File: config.mk
export PLATFORM = sky130hd
export DESIGN_NAME = lif_param_serializer
export DESIGN_NICKNAME = d
export VERILOG_FILES = /design/src/rtl/lif_param_serializer.sv
export SDC_FILE = /design/constraint.sdc
export NUM_CORES = 1
export LEC_CHECK = 0
export CELL_PAD_IN_SITES_DETAIL_PLACEMENT = 2
export CELL_PAD_IN_SITES_GLOBAL_PLACEMENT = 2
export CORE_ASPECT_RATIO = 0.5
export CORE_MARGIN = 4
export CORE_UTILIZATION = 34
export DETAILED_ROUTE_END_ITERATION = 10
export GPL_TIMING_DRIVEN = 1
export PLACE_DENSITY = 0.88
export SLEW_MARGIN = 20
export SYNTH_ARGS = -nofsm -noshare
export SYNTH_HDL_FRONTEND = slang
export SYNTH_SLANG_ARGS = --single-unit
File: constraint.sdc
create_clock -name clk -period 1.84 [get_ports clk]
set_clock_uncertainty 0.05 [all_clocks]
set_input_delay 0.46 -clock clk [delete_from_list [all_inputs] [get_ports clk]]
set_output_delay 0.46 -clock clk [all_outputs]
set_load 0.02 [all_outputs]
File: src/rtl/lif_param_serializer.sv
// ----------------------------------------------------------------------------
// lif_param_serializer
//
// Serial configuration transmitter for the LIF neuron system. One accepted
// start captures a full parameter set into a 35-bit frame and shifts it out
// MSB first on load_mode/serial_data. After the frame, IDLE_GAP enabled
// cycles follow with load_mode low, and then a one-cycle done pulse.
//
// Frame layout, F[34] sent first:
//   {weight_a[2:0], leak_rate_1[7:0], leak_rate_2[7:0], threshold[7:0],
//    leak_cycles_1[3:0], leak_cycles_2[3:0]}
//
// Parameters:
//   IDLE_GAP     enabled low-load_mode cycles between the last bit and done
//                (legal range 1..15)
//
// Ports:
//   clk           system clock, rising edge
//   reset         asynchronous active-high reset
//   enable        global advance qualifier; everything holds while low
//   start         transmit request, sampled only in IDLE with enable high
//   weight_a      channel A weight (3)
//   leak_rate_1   first leak rate (8)
//   leak_rate_2   second leak rate (8)
//   threshold     firing threshold (8)
//   leak_cycles_1 first leak period (4)
//   leak_cycles_2 second leak period (4)
//   load_mode     frame-valid strobe, high for 35 enabled cycles per frame
//   serial_data   current frame bit, 0 whenever load_mode is low
//   busy          frame or gap in progress
//   done          one-cycle pulse when frame and gap complete
// ----------------------------------------------------------------------------
module lif_param_serializer #(
  parameter int unsigned IDLE_GAP = 1
) (
  input  logic       clk,
  input  logic       reset,
  input  logic       enable,
  input  logic       start,
  input  logic [2:0] weight_a,
  input  logic [7:0] leak_rate_1,
  input  logic [7:0] leak_rate_2,
  input  logic [7:0] threshold,
  input  logic [3:0] leak_cycles_1,
  input  logic [3:0] leak_cycles_2,
  output logic       load_mode,
  output logic       serial_data,
  output logic       busy,
  output logic       done
);

  // Fixed by the field list; deliberately not a parameter.
  localparam int unsigned FRAME_BITS = 35;

  typedef enum logic [1:0] {
    IDLE  = 2'd0,
    SHIFT = 2'd1,
    GAP   = 2'd2
  } state_t;

  state_t                  state, state_n;
  logic [FRAME_BITS-1:0]   shreg, shreg_n;
  logic [5:0]              bit_cnt, bit_cnt_n;
  logic [3:0]              gap_cnt, gap_cnt_n;
  logic                    load_mode_n, serial_data_n, busy_n, done_n;
  logic [FRAME_BITS-1:0]   frame;

  assign frame = {weight_a, leak_rate_1, leak_rate_2, threshold,
                  leak_cycles_1, leak_cycles_2};

  // Next-state and next-output logic. Outputs are computed here and then
  // registered, so no input reaches an output without passing a flop.
  always_comb begin
    // NOTE: every signal assigned in this block gets a default first so that
    // no path leaves it unassigned, which would otherwise infer a latch.
    state_n       = state;
    shreg_n       = shreg;
    bit_cnt_n     = bit_cnt;
    gap_cnt_n     = gap_cnt;
    load_mode_n   = load_mode;
    serial_data_n = serial_data;
    busy_n        = busy;
    // done is a strict one-cycle pulse and clears even while enable is low.
    done_n        = 1'b0;

    if (enable) begin
      unique case (state)
        IDLE: begin
          load_mode_n   = 1'b0;
          serial_data_n = 1'b0;
          busy_n        = 1'b0;
          if (start) begin
            state_n       = SHIFT;
            shreg_n       = frame;
            bit_cnt_n     = 6'(FRAME_BITS - 1);
            load_mode_n   = 1'b1;
            serial_data_n = frame[FRAME_BITS-1];
            busy_n        = 1'b1;
          end
        end

        SHIFT: begin
          if (bit_cnt == 6'd0) begin
            // Bit 0 has been on the line for one enabled cycle.
            state_n       = GAP;
            gap_cnt_n     = 4'd0;
            load_mode_n   = 1'b0;
            serial_data_n = 1'b0;
          end else begin
            shreg_n       = {shreg[FRAME_BITS-2:0], 1'b0};
            bit_cnt_n     = bit_cnt - 6'd1;
            // Present the bit that becomes the MSB after this shift.
            serial_data_n = shreg[FRAME_BITS-2];
          end
        end

        GAP: begin
          if (gap_cnt == 4'(IDLE_GAP - 1)) begin
            state_n   = IDLE;
            gap_cnt_n = 4'd0;
            busy_n    = 1'b0;
            done_n    = 1'b1;
          end else begin
            gap_cnt_n = gap_cnt + 4'd1;
          end
        end

        default: begin
          state_n       = IDLE;
          load_mode_n   = 1'b0;
          serial_data_n = 1'b0;
          busy_n        = 1'b0;
        end
      endcase
    end
  end

  // NOTE: sequential state uses non-blocking assignments so every flop
  // samples the pre-edge values regardless of statement order.
  always_ff @(posedge clk or posedge reset) begin
    if (reset) begin
      state       <= IDLE;
      shreg       <= '0;
      bit_cnt     <= '0;
      gap_cnt     <= '0;
      load_mode   <= 1'b0;
      serial_data <= 1'b0;
      busy        <= 1'b0;
      done        <= 1'b0;
    end else begin
      state       <= state_n;
      shreg       <= shreg_n;
      bit_cnt     <= bit_cnt_n;
      gap_cnt     <= gap_cnt_n;
      load_mode   <= load_mode_n;
      serial_data <= serial_data_n;
      busy        <= busy_n;
      done        <= done_n;
    end
  end

endmodule

# --- After elaboration in Yosys (flattened, before gate mapping) ---
# Cells that the tools add are included.
classes:
  reduce_logical: 11
  bitwise: 2
  mux: 24
  eq_ne: 6
  add_sub_neg: 2
ops:
  columns: ["operator", "count"]
  rows:
  - ["$mux 34", 2]
  - ["$pmux 34 s2", 1]
  - ["$mux 6", 2]
  - ["$pmux 6 s2", 1]
  - ["$pmux 1 s3", 3]
  - ["$reduce_and 3->1", 3]
  - ["$mux 1", 8]
  - ["$mux 4", 2]
  - ["$ne 2x2->1 const B", 4]
  - ["$pmux 4 s2", 1]
  - ["$reduce_and 4->1", 2]
  - ["$logic_not 6->1", 1]
  - ["$mux 2", 3]
  - ["$pmux 2 s3", 1]
  - ["$sub 6x1->6 const B", 1]
  - ["$add 4x1->4 const B", 1]
  - ["$logic_not 4->1", 1]
  - ["$reduce_bool 2->1", 2]
  - ["$eq 2x1->1 const B", 1]
  - ["$eq 2x2->1 const B", 1]
  - ["$logic_not 2->1", 1]
  - ["$not 1->1", 2]
  - ["$reduce_and 2->1", 1]
word_totals:
  out_inout_bits: 4
  elab_cells: 53
  regBits: 50

# --- Depth between registers and ports, before layout ---
# Gate-level depths: netlist of the first run.
depth:
  ltp_word: 4
  depth_mapped: 6
  depth_no_buf: 6

# --- Worst setup path before layout of the first run ---
# No wires, ideal clock.
synth_path:
  kind: "register to register"
  from: "reg bit_cnt[0]"
  to: "reg bit_cnt[3]"
  setup_slack_ps: 274
  synth_period_minus_slack_ps: 1566
  stages_incl_launch_ff: 6
  setup_time_ps: 125
  t_arrival_ps: 1391
  cell_sequence: "dfrtp_1 > inv_1 > ha_1 > nand4b_1 > nand3_1 > mux2_2"
synth_between:
  elab_chain_len: 3
  elab_cells_between_ends: 6
synth_lines:
  columns: ["item", "line_no", "source"]
  rows:
  - ["start: declaration", "63", "logic [5:0] bit_cnt, bit_cnt_n;"]
  - ["start signal: assignment", "153", "bit_cnt <= bit_cnt_n;"]
  - ["$sub 6x1->6 / $logic_not 6->1 (equally long branches)", "111, 103", null]
  - ["$mux 6 / $ne 2x2->1 (equally long branches)", null, null]
  - ["$pmux 6 s2 / $reduce_and 4->1 (equally long branches)", null, null]
# Several ways; a longest one is shown, not always the timed one. The select of a mux whose other input is x is not followed.
# A chain may end at the register's enable or synchronous reset.

# --- Worst setup path after layout of the first run ---
layout_path:
  from: "reg state[0]"
  to: "reg shreg[23]"
layout_between:
  elab_chain_len: 3
  elab_cells_between_ends: 7
layout_lines:
  columns: ["item", "line_no", "source"]
  rows:
  - ["start: declaration", "61", "state_t state, state_n;"]
  - ["start signal: assignment", "151", "state <= state_n;"]
  - ["$eq 2x1->1 / $logic_not 2->1 (equally long branches)", "87", "unique case (state)"]
  - ["$ne 2x2->1 (no source line) / $reduce_bool 2->1 (equally long branches)", null, null]
  - ["$reduce_and 4->1 (no source line)", null, null]
  - ["end signal: assignment", "152", "shreg <= shreg_n;"]
  - ["end: declaration", "62", "logic [FRAME_BITS-1:0] shreg, shreg_n;"]
# Several ways; a longest one is shown, not always the timed one.

==> impl_results.md, run 1 <==
- Largest stage delay on the critical path: slightly above 0.6 ns
- Vias in the first global route: 2526
- Avg Inst Size Synth: 10.89 µm²
- Nets: 335
- Mapped Nets: 273
- Final Power: about 0.0053 W
- CTS Buf Count: 5
- Post-Syn Instances: 230
- Global Route Usage Sum: 0.2283
- Fin. max-slew vios: 0
- Fmax achieved: between 500 and 600 MHz
- Max Cap Viol: 0
- Register area share after synthesis: 0.4995
- Final hold vios: 0
- Antenna violations before repair: 0
- Longest Clk Path Bufs: 2
- DIE HEIGHT: just under 70 µm
- Ant diodes: 0
- First-pass GRT wire length: 15140 µm
- Kind of critical path: reg2reg
- Yosys reg bits: 50
- Crit path to: shreg[23]
- Post-DR vias/cell: 5.751
- Worst reg2reg path depth: 5
- GR Overflow Total: 0
- FF-to-FF End: shreg[23]
- Number of flops mapped to enable cells by yosys: 0
- Synth Area in Compound Gates: 0.2313
- Drt drc: 0
- Clk sink count: 50
- Layout filler cell count: 678
- Crit path time final: 1.845 ns
- Final core occ: 0.5050
- HPWL after DPL: 5612 µm
- Worst-path cell chain: inv_1, nor2_2, nand3_1, buf_12, o221a_2
- Drt wl/cell: between 20 and 30 µm
- Clock root buffer: clkbuf_16
- Mux cell area share after synthesis: 0.01648
- Dominant synthesized flop cell: dfrtp_1
- Die width: 129.4 µm
- Buffers added on ports: 42
- Post-synth cell types: 42
- Synth async-reset ratio: 1.000
- Setup ws final: -0.004561 ns
- FP Rows: 21
- Setup violators final: 3
- CTS tree: built
- XOR/XNOR share of the synthesized area: 0
- Least-Margin Pin Slew: 0.5468 ns
- Critical Path Start: state[0]
- Arrival @ worst endpoint: 1.97 ns
- FF-to-FF Start: state[0]
- Gpl congestion: 0.7395
- Drt initial violations: 207
- Worst vdd ir: 0.4736 mV
- Startpoint types: register
- Largest family of logic cells by synthesized area: compound AO/OA/AOI/OAI gates
- Fin crit share: 1.002
- Core region area: 0.006910 mm²
- Hold Startpoint: load_mode
- Mapped Area: 0.002505 mm²
- Pwr dens: around 1500 mW/mm²
- Top-Level Pins: 43
- Die ar.: 0.008888 mm²
- Simple-gate portion of the synthesized area: 0.1818
- Area grow syn2layout: 39.31%
- Clock transition at the registers of the reported paths: 0.07 ns
- Status: complete, but fails checks
- Slowest-stage cell, CP: dfrtp_1
- Total Wirelength: 10390 µm
- Failing checks: negative setup slack
- Hold Path Class: reg2reg
- Setup crit end kind: register
- Largest net degree at the start of global routing: 51
- Worst-path fanout max: 30
- # H-tree levels: 2
- Via count: between 2000 and 2500
- Adder-cell area share of the yosys netlist: 0.01998
- Antenna viol nets, final: 0
- Worst Path Required: 1.97 ns
- CTS hold repair buffers: 0
- Fraction of layout cells with a size suffix above 1: 0.1980
- Synth warnings: 0
- Relative slew slack: 0.6354
- Leakage power: 1.385 nW
- Initial Util: 0.3625
- Initial DRT Pass Iterations: 4
- Worst skew pair latency: 0.30 ns
- Reg2reg setup slack: -0.005 ns
## worst min path at each step
| stage | end | cells after the start |
|---|---|---|
| CTS | load_mode | 1 |
| detailed placement | load_mode | 1 |
| global route | load_mode | 1 |
| global placement | busy | 2 |
| floorplan | serial_data | 2 |
| finish | load_mode | 1 |
## synth_stat cells, types with 2 or more instances
library cell   n  area [µm²]
o21ai_0        9       45.04
nand4_1        3       18.77
inv_1          9       33.78
buf_2          6       30.03
a31oi_1        6       37.54
dfrtp_1       50        1251
ha_1           4       50.05
a21oi_1       10       50.05
a21o_1         2       15.01
mux2i_1        3       30.03
clkbuf_1       2       7.510
nor2b_1        2       12.51
buf_6          3       33.78
o221a_2        7       78.83
nor3_1         2       10.01
o221a_1       22       247.7
buf_4          3       22.52
nand3_1        5       25.02
nor2_2         2       12.51
nand2_1       16       60.06
nand2b_1      32       200.2
nor4_1         2       12.51
nor2_1        11       41.29
## flip-flops by register name (all words and copies together) (netlist names)
signal	flops
bit_cnt	6
load_mode	1
state	2
gap_cnt	4
serial_data	1
busy	1
shreg	34
done	1
## logic make-up after synthesis
| kind of cell | count (synthesis) |
|---|---|
| AND/OR/NAND/NOR | 81 |
| AO/OA/AOI/OAI | 68 |
| flip-flops | 50 |
| buffers and inverters | 23 |
| multiplexers | 4 |
| adder cells (fa/ha/maj) | 4 |
## through the flow
step	hold WS [ns]	TNS (ns)	worst slack (ns)	area (µm²)	cells
after floorplan	0.4406	0	0.1288	2505	230
after global placement	0.4386	-6.751	-0.2258	3189	372
after detailed placement	0.4769	-9.904	-0.2834	3189	372
after CTS	0.4918	0	0.0003668	3405	381
after global routing	0.5189	-0.8939	-0.07562	3490	385
final	0.4771	-0.006595	-0.004561	3490	385
## cells in the final DEF, fill, tap and decap left out, types with 2 or more instances in the layout
master,count
dfrtp_1,49
ha_1,3
nand3_1,5
nor3_1,2
o221a_1,22
o21ai_0,9
buf_12,6
buf_6,2
mux2i_1,3
nand2b_1,32
nand4_1,3
a31oi_1,6
nor2_1,11
nor4_1,2
buf_4,17
a21oi_1,10
clkbuf_16,6
inv_2,3
clkdlybuf4s50_1,39
o221a_2,7
clkbuf_8,3
inv_1,6
a21o_1,2
nand2_1,16
dlymetal6s2s_1,2
## critical path, delay by kind of cell, from the launching register on
kind / cells / cell delay (ns)
DFF: 1 / 0.61
buffers and inverters: 2 / 0.40
AOI/OAI and AO/OA: 1 / 0.29
and+or+nand+nor: 2 / 0.38
## where the power goes
part           switching (W)  internal (W)  total [W]
clock               0.000445      0.000618    0.00106
sequential          0.000483       0.00157    0.00205
combinational        0.00111       0.00106    0.00217
total                0.00204       0.00324    0.00528
## layer usage
layer  vias up  part of all wire  track usage
met5         -                 0            0
met1      1142              0.41       0.2645
met3        26             0.044      0.04462
met2        67              0.51       0.4317
li1        979                 -            -
met4         0             0.036      0.07853
## final cells by class
| type | instances | area, µm² | share of cell area |
|---|---|---|---|
| clock buffers | 8 | 166.4 | 0.04769 |
| flip-flops and latches | 50 | 1252 | 0.3589 |
| repair buffers | 69 | 747.0 | 0.2141 |
| multi-input cells | 157 | 1175 | 0.3367 |
| inverters | 9 | 33.78 | 0.009681 |
| well taps | 92 | 115.1 | 0.03299 |
## timing repair
action / CTS / global route
gates cloned: 1 / 1
setup buffers: 0 / 3
gates resized for setup: 9 / 7
endpoints found under the setup margin: 18 / 18
pin swaps: 0 / 0
Note: power is estimated with default switching activity, not from simulation.
==> run 2: changes to the inputs <==
--- a/config.mk
+++ b/config.mk
@@ -9,10 +9,11 @@
 export CELL_PAD_IN_SITES_GLOBAL_PLACEMENT = 2
 export CORE_ASPECT_RATIO = 0.5
 export CORE_MARGIN = 4
-export CORE_UTILIZATION = 34
+export CORE_UTILIZATION = 35
 export DETAILED_ROUTE_END_ITERATION = 10
+export DONT_BUFFER_PORTS = 1
 export GPL_TIMING_DRIVEN = 1
-export PLACE_DENSITY = 0.88
+export PLACE_DENSITY = 0.78
 export SLEW_MARGIN = 20
 export SYNTH_ARGS = -nofsm -noshare
 export SYNTH_HDL_FRONTEND = slang
==> run 2 against run 1 <==
Sequential power decreased by 2%. Largest power group is now registers. Hold slack got worse by 0.21 ns. The run now ends clean. Cell count decreased by 14%. Total power decreased by 11%. Die area decreased by 2.6%. Sequential share of layout area increased by 7.7 points. Critical endpoint is now shreg[11]. Via count decreased by 14%. Utilization decreased by 8.3 points. Non-clock buffer count decreased by 54. Setup slack improved by 0.078 ns. Global-route usage decreased by 5.7 points. Clock power about the same.
==> impl_results.md, run 2 (synthesis results as in run 1) <==
- Worst-path fanout max: 30 (unchanged)
- Antenna violations before repair: 0 (unchanged)
- Biggest regs: shreg x34, bit_cnt x6, gap_cnt x4
- Max Cap Viol: 0 (unchanged)
- Longest Clk Path Bufs: 2 (unchanged)
- Crit path time final: 1.766 ns (-0.07825 ns)
- Post-route cell area: 0.002872 mm² (-18%)
- Post-Layout Cell Count: 331 (-14%)
- Least-Margin Pin Slew: 0.3914 ns (-0.1555 ns)
- Most frequent cells in the layout: dfrtp_1, nand2b_1, o221a_1, nand2_1
- Antenna viol nets, final: 0 (unchanged)
- Largest net degree at the start of global routing: 38 (-25%)
- Placed insts: 322 (-13%)
- Setup violators final: 0 (-3)
- Pint: 0.002989 W (-7.8%)
- FP Rows: 21 (unchanged)
- Drt drc: 0 (unchanged)
- Hold Startpoint: leak_cycles_2[0]
- Placed cell area: 0.002684 mm² (-16%)
- CTS Buf Count: 5 (unchanged)
- Hold Path Class: in2reg
- Fin. max-slew vios: 0 (unchanged)
- Via count: 1895 (-14%)
- Kind of critical path: reg2reg
- Critical Path Start: bit_cnt[3]
- Worst vdd ir: 0.5476 mV (+16%)
- Status: complete, no violations
- Global Route Usage Sum: 0.1714 (-0.05686)
- Worst Path Required: 2.02 ns (+0.05 ns)
- Final Power: 0.004678 W (-11%)
- Seq pwr share: 0.429 (+0.041)
- Core region area: 0.006805 mm² (-1.5%)
- Setup ws final: 0.07369 ns (+0.07825 ns)
- Clock root buffer: clkbuf_16
- Vias in the first global route: 2120 (-16%)
- Leakage power: 1.112 nW (-20%)
- Fin crit share: 0.9599 (-0.04253)
- Ant diodes: 0 (unchanged)
- Drt initial violations: 93 (-55%)
- Sw frac: 0.3609 (-0.02517)
- Top-Level Pins: 43 (unchanged)
- Final hold vios: 0 (unchanged)
- Startpoint types: register
- Post-DR vias/cell: 5.725 (-0.44%)
- Initial Util: 0.3681 (+0.005598)
- HPWL after DPL: 4679 µm (-17%)
- Most flops, register: shreg
- Die ar.: 0.008657 mm² (-2.6%)
- Switching Power: 0.001688 W (-17%)
- Nets: 281 (-16%)
- Logic pwr share: 0.337 (-0.074)
- Pre-CTS WS: 0.1085 ns (+0.3919 ns)
- Pwr dens: 1629 mW/mm² (+7.6%)
- Commonest non-fill, non-tap cell in the layout: dfrtp_1
- Worst skew pair latency: 0.29 ns (about the same)
- CTS tree: built
- RSZ-0062 raised after global routing: no
- Buffers added on ports: 0 (-100%)
- Total Wirelength: 6861 µm (-34%)
- Die width: 127.6 µm (-1.3%)
- Clock power share: 0.234 (+0.033)
- Initial DRT Pass Iterations: 4 (unchanged)
- Final setup TNS: 0 ns (+0.006595 ns)
- Clock transition at the registers of the reported paths: 0.07 ns (about the same)
- Drt wl/cell: 20.73 µm (-23%)
- Gpl congestion: 0.7510 (+1.6%)
- Number of setup buffers added after CTS: 0 (unchanged)
- GR Overflow Total: 0 (unchanged)
- Fraction of layout cells with a size suffix above 1: 0.1632 (-0.03477)
- FF-to-FF Start: bit_cnt[3]
- Setup crit end kind: register
- First-pass GRT wire length: 11500 µm (-24%)
- # H-tree levels: 2 (unchanged)
- Fmax achieved: 566.2 MHz (+4.4%)
- Arrival @ worst endpoint: 1.95 ns (-0.02 ns)
- DIE HEIGHT: 67.82 µm (-1.3%)
- Area grow syn2layout: 14.64%
- Clk sink count: 50 (unchanged)
- Max reg flops: 34 (unchanged)
- Relative slew slack: 0.7387 (+0.1033)
[run 2: power groups by stage]
stage | logic [W] | registers (W) | clock network (W)
floorplan | 0.00118 | 0.00186 | 0
global placement | 0.00145 | 0.00197 | 0
detailed placement | 0.00158 | 0.00200 | 0
CTS | 0.00161 | 0.00201 | 0.00112
global route | 0.00175 | 0.00207 | 0.00117
finish | 0.00158 | 0.00201 | 0.00109
[run 2: what timing repair did]
item,CTS,global route
hold endpoints to repair,15,0
gates resized for setup,0,1
hold buffers,1,0
setup endpoints to repair,0,1
[run 2: area by class of cell]
class	instances	area [µm²]
Sequential cell	50	1251
Multi-Input combinational cell	157	1146
Timing Repair Buffer	15	152.6
Clock inverter	3	47.55
Clock buffer	5	125.1
Tap cell	92	115.1
Inverter	9	33.78
Fill cell	689	3934
[run 2: worst max-delay path: stages (launching register included)]
cell and delay, ns:
dfrtp_1 0.47, nor3_4 0.25, buf_4 0.16, nand3b_1 0.12
nand3_1 0.22, buf_12 0.21, o221a_1 0.21
[run 2: path summary, 6_finish.rpt]
path | endpoint | slack (ns) | cells after the start
setup / recovery | shreg[11] | 0.07 | 6
hold / removal | shreg[0] | 0.27 | 2
setup reg to reg | shreg[11] | 0.07 | 6
hold reg to reg | serial_data | 0.50 | 2
max in group asynchronous | bit_cnt[5] | 0.66 | 3
min in group asynchronous | load_mode | 0.56 | 2
[run 2: layer usage]
layer  part of all wire  global-route usage  vias to the layer above
met5                  0                   0                        -
met4              0.011             0.04365                        0
met3              0.027             0.03585                        6
li1                   -                   -                      867
met1               0.45              0.2174                      990
met2               0.51              0.3056                       32
[run 2: through the flow]
stage          utilization  hold WS (ns)
2_1_floorplan            -        0.4406
3_3_place_gp        0.3944        0.3002
3_5_place_dp        0.3944        0.3030
4_1_cts             0.4212        0.2689
5_1_grt             0.4220        0.2737
6_report            0.4220        0.2653
